[src/rtl/conv1x1_sequencer.sv]
// Sequences the 16-lane 1x1 conv datapath: pixel -> output channel -> input group.
// Result written 3 cycles after its last-group read; output writes are never stalled.
module conv1x1_sequencer #(
  parameter int INCH   = 64,
  parameter int INSIZE = 55,
  parameter int OUTCH  = 64,
  parameter int IMG_AW = 16,
  parameter int KER_AW = 12,
  parameter int OUT_AW = 18
) (
  input  logic                     clk,
  input  logic                     rst,
  input  logic                     start,
  input  logic                     relu_en,
  output logic                     busy,
  output logic                     done,
  output logic                     img_rd_en,
  output logic [IMG_AW-1:0]        img_addr,
  output logic                     ker_rd_en,
  output logic [KER_AW-1:0]        ker_addr,
  output logic [$clog2(OUTCH)-1:0] bias_addr,
  output logic                     conv_valid,
  output logic                     conv_first,
  input  logic [15:0]              conv_result,
  output logic                     out_wr_en,
  output logic [OUT_AW-1:0]        out_addr,
  output logic [15:0]              out_wr_data
);

  localparam int GROUPS = INCH / 16;
  localparam int NPIX   = INSIZE * INSIZE;
  localparam int GW     = (GROUPS > 1) ? $clog2(GROUPS) : 1;
  localparam int OW     = $clog2(OUTCH);
  localparam int PW     = (NPIX > 1) ? $clog2(NPIX) : 1;

  localparam logic [GW-1:0]     GRP_LAST = GW'(GROUPS - 1);
  localparam logic [OW-1:0]     OC_LAST  = OW'(OUTCH - 1);
  localparam logic [PW-1:0]     PIX_LAST = PW'(NPIX - 1);
  localparam logic [OUT_AW-1:0] OUT_LAST = OUT_AW'(NPIX * OUTCH - 1);

  typedef enum logic [1:0] {S_IDLE, S_RUN, S_DRAIN, S_DONE} state_t;

  state_t            state, state_nxt;
  logic [GW-1:0]     grp;
  logic [OW-1:0]     oc;
  logic [PW-1:0]     pix;
  logic [IMG_AW-1:0] pix_base;
  logic              relu_q;
  logic              vld1, first1, last1, last2;
  logic              accept, issue, grp_wrap, oc_wrap, pix_last;

  assign accept   = (state == S_IDLE) && start;
  assign issue    = (state == S_RUN);
  assign grp_wrap = (grp == GRP_LAST);
  assign oc_wrap  = (oc == OC_LAST);
  assign pix_last = (pix == PIX_LAST);

  always_ff @(posedge clk) begin
    if (rst) state <= S_IDLE;
    else     state <= state_nxt;
  end

  always_comb begin
    state_nxt = state;
    case (state)
      S_IDLE:  if (start) state_nxt = S_RUN;
      S_RUN:   if (grp_wrap && oc_wrap && pix_last) state_nxt = S_DRAIN;
      S_DRAIN: if (out_wr_en && out_addr == OUT_LAST) state_nxt = S_DONE;
      S_DONE:  state_nxt = S_IDLE;
      default: state_nxt = S_IDLE;
    endcase
  end

  always_comb begin
    busy      = 1'b0;
    done      = 1'b0;
    img_rd_en = 1'b0;
    ker_rd_en = 1'b0;
    case (state)
      S_RUN: begin
        busy      = 1'b1;
        img_rd_en = 1'b1;
        ker_rd_en = 1'b1;
      end
      S_DRAIN: busy = 1'b1;
      S_DONE:  done = 1'b1;
      default: ;
    endcase
  end

  // Incrementing address registers; img_addr rewinds to the pixel base for each new kernel.
  always_ff @(posedge clk) begin
    if (rst || accept) begin
      grp      <= '0;
      oc       <= '0;
      pix      <= '0;
      img_addr <= '0;
      pix_base <= '0;
      ker_addr <= '0;
    end else if (issue) begin
      grp <= grp_wrap ? '0 : grp + GW'(1);
      if (grp_wrap) begin
        oc <= oc_wrap ? '0 : oc + OW'(1);
        if (oc_wrap) pix <= pix_last ? '0 : pix + PW'(1);
      end
      if (grp_wrap && !oc_wrap) img_addr <= pix_base;
      else                      img_addr <= img_addr + IMG_AW'(1);
      if (grp_wrap && oc_wrap) begin
        pix_base <= img_addr + IMG_AW'(1);
        ker_addr <= '0;
      end else begin
        ker_addr <= ker_addr + KER_AW'(1);
      end
    end
  end

  assign bias_addr = oc;

  always_ff @(posedge clk) begin
    if (rst)         relu_q <= 1'b0;
    else if (accept) relu_q <= relu_en;
  end

  // Result of a last-group issue at t is complete at t+2 and written at t+3.
  always_ff @(posedge clk) begin
    if (rst) begin
      vld1        <= 1'b0;
      first1      <= 1'b0;
      last1       <= 1'b0;
      last2       <= 1'b0;
      out_wr_en   <= 1'b0;
      out_wr_data <= '0;
      out_addr    <= '0;
    end else begin
      vld1      <= issue;
      first1    <= issue && (grp == '0);
      last1     <= issue && grp_wrap;
      last2     <= last1;
      out_wr_en <= last2;
      if (last2) out_wr_data <= (relu_q && conv_result[15]) ? 16'h0000 : conv_result;
      if (accept)         out_addr <= '0;
      else if (out_wr_en) out_addr <= out_addr + OUT_AW'(1);
    end
  end

  assign conv_valid = vld1;
  assign conv_first = first1;

endmodule
[config.mk]
export PLATFORM = sky130hd
export DESIGN_NAME = conv1x1_sequencer
export DESIGN_NICKNAME = d
export VERILOG_FILES = /design/src/rtl/conv1x1_sequencer.sv
export SDC_FILE = /design/constraint.sdc
export NUM_CORES = 1
export LEC_CHECK = 0
export CORE_ASPECT_RATIO = 0.8
export CORE_MARGIN = 8
export CORE_UTILIZATION = 40
export DETAILED_ROUTE_END_ITERATION = 12
export DONT_BUFFER_PORTS = 1
export PLACE_DENSITY = 0.59
export RECOVER_POWER = 100
export SETUP_SLACK_MARGIN = 0.3
export SLEW_MARGIN = 10
export SYNTH_ARGS = -nofsm -noshare
export SYNTH_HDL_FRONTEND = slang
export SYNTH_SLANG_ARGS = --single-unit
[constraint.sdc]
create_clock -name clk -period 3.4 [get_ports clk]
set_input_delay 0.68 -clock clk [delete_from_list [all_inputs] [get_ports clk]]
set_output_delay 0.68 -clock clk [all_outputs]
set_load 0.03 [all_outputs]
# Word level (Yosys, flattened, before mapping)
# Cells that the tools add are included.
[totals]
output_inout_bits = 75
input_bits = 20
word_cells = 62
register_bits = 106
[classes]
n_eq_ne = 10
n_mux = 13
reduce_logical = 18
addsub = 6
[op_table]
columns = ["operator", "count"]
rows = [
  ["16-bit two-way mux", 2],
  ["12-bit by 1-bit adder with 12-bit output, second input constant", 2],
  ["12-bit two-way mux", 2],
  ["18-bit by 1-bit adder with 18-bit output, second input constant", 1],
  ["18-bit equality test, second input constant", 1],
  ["16-bit by 1-bit adder with 16-bit output, second input constant", 1],
  ["12-bit equality test, second input constant", 1],
  ["1-bit logical AND", 8],
  ["2-bit two-way mux", 4],
  ["2-bit case mux with 4 select lines", 1],
  ["6-bit by 1-bit adder with 6-bit output, second input constant", 1],
  ["2-bit equality test, second input constant", 3],
  ["6-bit equality test, second input constant", 1],
  ["6-bit two-way mux", 1],
  ["3-bit AND reduction", 2],
  ["2-bit logical NOT", 2],
  ["2-bit != test, second input constant", 2],
  ["2-bit AND reduction", 2],
  ["2-bit OR reduction", 2],
  ["1-bit two-way mux", 3],
  ["2-bit by 1-bit adder with 2-bit output, second input constant", 1],
  ["2-bit by 1-bit equality test with 1-bit output, second input constant", 1],
  ["2-bit by 1-bit != test with 1-bit output, second input constant", 1],
  ["1-bit logical NOT", 1],
  ["1-bit logical OR", 1],
]

# Longest topological paths before layout
[depth]
ltp_word = 5
mapped_depth = 9

# Worst setup path before layout
# Ideal clock, no wire load.
[synth_path]
path_type = "register to register"
startpoint = "register oc[0] (netlist: bias_addr[0])"
endpoint = "register pix[5]"
setup_slack_ns = 1.305
path_stages_with_launch = 7
t_arrival_ns = 2.020
period_less_slack_ns = 2.095
setup_time_ns = 0.075
cell_sequence = "dfxtp_1 -> ha_1 -> nand4_2 -> or4_1 -> clkbuf_2 -> or3_1 -> a21oi_1"
[synth_via]
elab_chain_cells = 2
[synth_lines]
columns = ["element", "line_no", "source"]
rows = [
  ["start: declaration", "45", "logic [OW-1:0] oc;"],
  ["start signal: assignment", "103", "oc <= oc_wrap ? '0 : oc + OW'(1);"],
  ["6-bit equality test", "55", "assign oc_wrap = (oc == OC_LAST);"],
  ["3-bit AND reduction (no source line)", "--", ""],
  ["end signal: assignment", "104", "if (oc_wrap) pix <= pix_last ? '0 : pix + PW'(1);"],
  ["end: declaration", "46", "logic [PW-1:0] pix;"],
]
# Every way passes these cells.
# A chain may end at the register's enable or synchronous reset.

# Final worst setup path
[layout_path]
startpoint = "register oc[0] (netlist: bias_addr[0])"
endpoint = "register img_addr[4]"
[layout_via]
elab_chain_cells = 4
[layout_lines]
columns = ["element", "line_no", "source"]
rows = [
  ["6-bit equality test", "55", ""],
  ["1-bit logical NOT", "106", "if (grp_wrap && !oc_wrap) img_addr <= pix_base;"],
  ["1-bit logical AND", "106", ""],
  ["16-bit two-way mux", "106", ""],
  ["end signal: assignment", "106", ""],
  ["end signal: assignment", "107", "else img_addr <= img_addr + IMG_AW'(1);"],
  ["end: declaration", "18", "output logic [IMG_AW-1:0] img_addr,"],
]
# Every way passes these cells.

==> flow_metrics.env <==
export IMPL_rows=35
export IMPL_worst_path_largest_cell_delay_ps=800
export IMPL_dr_wl_met2_um=4810
export IMPL_grt_usage_pct=14.5
export IMPL_overflow=0
export IMPL_cts_made_buffers=9
export IMPL_num_vias=3735
export IMPL_yosys_top_cells_count="dfxtp_1 (106), nor2_1 (75), nand2_1 (43), a21oi_1 (33)"
export IMPL_drt_met1_wl_um=5300
export IMPL_cts_buffer_depth=2
export IMPL_synth_compound_area_share_pct=11.1
export IMPL_synthTopCellsByArea="dfxtp_1 (45%), nor2_1 (6.0%), xor2_1 (5.8%)"
export IMPL_syn_area_mm2=0.00472
export IMPL_routed_wl_um=11200
export IMPL_leakagePower_nw=1.75
export IMPL_maxUsedRoutingLayer="met4"
export IMPL_fin_crit_ps=2660
export IMPL_dieArea_mm2=0.0155
export IMPL_drtPass1Iterations=4
export IMPL_area_delta_synth_final_pct=8.86
export IMPL_hold_buffers=0
export IMPL_initial_utilization_pct=40.9
export IMPL_antenna_found_initial=0
export IMPL_antenna_cells=0
export IMPL_synth_mux_area_share_pct=1.51
export IMPL_slew_viol_final=0
export IMPL_power_total_mw=2.83
export IMPL_holdCritPathClass="in2reg"
export IMPL_core_mm2=0.0115
export IMPL_synth_xor_area_share_pct=9.66
export IMPL_nNetsFinal=573
export IMPL_yosysTopAreaCell="dfxtp_1"
export IMPL_hold_viol_final=0
export IMPL_grt_max_degree=42
export IMPL_yosys_warnings=0
export IMPL_tightest_slew_ps=1090
export IMPL_synth_edff_count=0
export IMPL_syn_mean_instance_area_um2=8.62
export IMPL_met3_length_um=938
export IMPL_gp_congestion=0.772
export IMPL_synth_top_cell_area_share_pct=45.0
export IMPL_cts_clk_slew_worst_paths_ps=70
export IMPL_fin_skew_ps=9.77
export IMPL_synth_most_common_cell="dfxtp_1"
export IMPL_io_pins=95
export IMPL_synth_fa_ha_area_share_pct=3.45
export IMPL_crit_path_cell_trace="ha_1, and4_2, a21boi_0, clkbuf_1, o21ai_0, a22oi_1, nor2_1"
export IMPL_port_buffers=0
export IMPL_hpwl_um=8020
export IMPL_crit_path_max_fanout=24
export IMPL_die_h_um=113
export IMPL_async_reset_ff_share_pct=0
export IMPL_drt_iter0_markers=317
export IMPL_end_kind="flip-flop"
export IMPL_cts_num_sinks=106
export IMPL_drc_errors=0
export IMPL_status="complete, no violations"
export IMPL_crit_type="reg2reg"
export IMPL_synth_seq_cells=106
export IMPL_root_buffer="clkbuf_16"
export IMPL_synth_top_family_by_area="simple AND/OR/NAND/NOR gates"
export IMPL_cp_slowest_cell="clkbuf_1"
export IMPL_power_density_mw_per_mm2=550
export IMPL_rrSetupSlack_ps=740
export IMPL_clk_latency_ps=340
export IMPL_synth_nets=580
export IMPL_ant_nets=0
export IMPL_netlist_instances=547
export IMPL_max_freq_ghz=0.376
export IMPL_max_slew_margin_rel_pct=26.9
export IMPL_grt_pass1_wl_um=18200
export IMPL_crit_required_ps=3620
export IMPL_finalCritPeriodShare_pct=78.2
export IMPL_die_width_um=137
export IMPL_ir_drop_uv=258
export IMPL_rsz0062_at_grt="false"
export IMPL_synthSimpleGateAreaFrac_pct=26.3
export IMPL_vias_per_cell=5.39
export IMPL_avgRoutedWirePerCell_um=16.1
export IMPL_postCtsSetupBuffers=0
export IMPL_synth_flop_cell="dfxtp_1"
export IMPL_cts_htree_levels=3
export IMPL_startpoint_type="flip-flop"
export IMPL_final_setup_viol_count=0
export IMPL_setup_tns_ps=0
export IMPL_critPathArrivalTime_ps=2890
export IMPL_yosysUniqueCellTypes=49
export IMPL_drive_gt1_share_pct=4.59
export IMPL_yosysSeqAreaShare_pct=45.0
export IMPL_cts_tree="built"
export IMPL_grt_pass1_vias=3544
export IMPL_post_cts_resized=0
export IMPL_drv_cap=0
[path summary, 6_finish.rpt]
| check | from | to | cells past startpoint |
|---|---|---|---|
| setup / recovery | bias_addr[0] | img_addr[4] | 7 |
| hold / removal | rst | relu_q | 1 |
| setup reg to reg | bias_addr[0] | img_addr[4] | 7 |
| hold reg to reg | last1 | last2 | 1 |
[state kept, by name, indices dropped and copies added, names as in the netlist]
| register | flops |
|---|---|
| out_addr | 18 |
| out_wr_data | 16 |
| relu_q | 1 |
| pix | 12 |
| last2 | 1 |
| bias_addr | 6 |
| pix_base | 16 |
| conv_first | 1 |
| last1 | 1 |
| out_wr_en | 1 |
| conv_valid | 1 |
| state | 2 |
| grp | 2 |
| img_addr | 16 |
| ker_addr | 12 |
[power breakdown]
part	leakage [nW]	switching [mW]	total [mW]	internal (mW)
clock network	0.153	0.440	1.05	0.612
registers	0.855	0.0763	1.35	1.28
logic	0.746	0.303	0.421	0.118
total	1.75	0.819	2.83	2.01
[cell usage in the layout, fill, tap and decap left out, types with 13 or more instances in the layout]
cell type    n
ha_1        13
o21ai_0     28
dfxtp_1    106
nor2b_1     19
a21oi_1     33
nand2_1     43
nand4_1     20
nand3_1     31
nor2_1      75
xor2_1      31
xnor2_1     21
[metal layers]
| layer | vias up | GRT usage [%] |
|---|---|---|
| li1 | 1865 | - |
| met3 | 10 | 5.93 |
| met1 | 1768 | 18.8 |
| met5 | - | 0 |
| met2 | 92 | 21.6 |
| met4 | 0 | 3.90 |
[metrics by stage]
stage                     cells  utilization (%)  area (um2)  worst slack [ps]  hold WS, ps
final                       693             44.6        5130               740          405
after global routing        693             44.6        5130               543          380
after CTS                   693             44.7        5150              1010          389
after detailed placement    677             42.1        4850              1020          428
after global placement      677             42.1        4850              1080          420
after floorplan             547                -        4720              1310          414
[worst max-delay path, delay by kind of cell (launching register included)]
| family | cells | cell delay [ps] |
|---|---|---|
| compound gates | 3 | 670 |
| fa+ha+maj | 1 | 310 |
| buf+inv | 1 | 800 |
| flops | 1 | 440 |
| simple gates | 2 | 320 |
[cells by family after synthesis]
logic type	after synthesis
mux	7
simple gates	246
flops	106
xor+xnor	52
compound gates	88
fa+ha+maj	13
buf+inv	35
[layout make-up]
class	count	area, um2
repair buffers	6	33.8
multi-input cells	406	2450
clock inverters	4	48.8
well taps	148	185
clock buffers	12	256
flip-flops and latches	106	2120
fillers	1129	6380
inverters	11	41.3
Note: power is estimated with default switching activity, not from simulation.
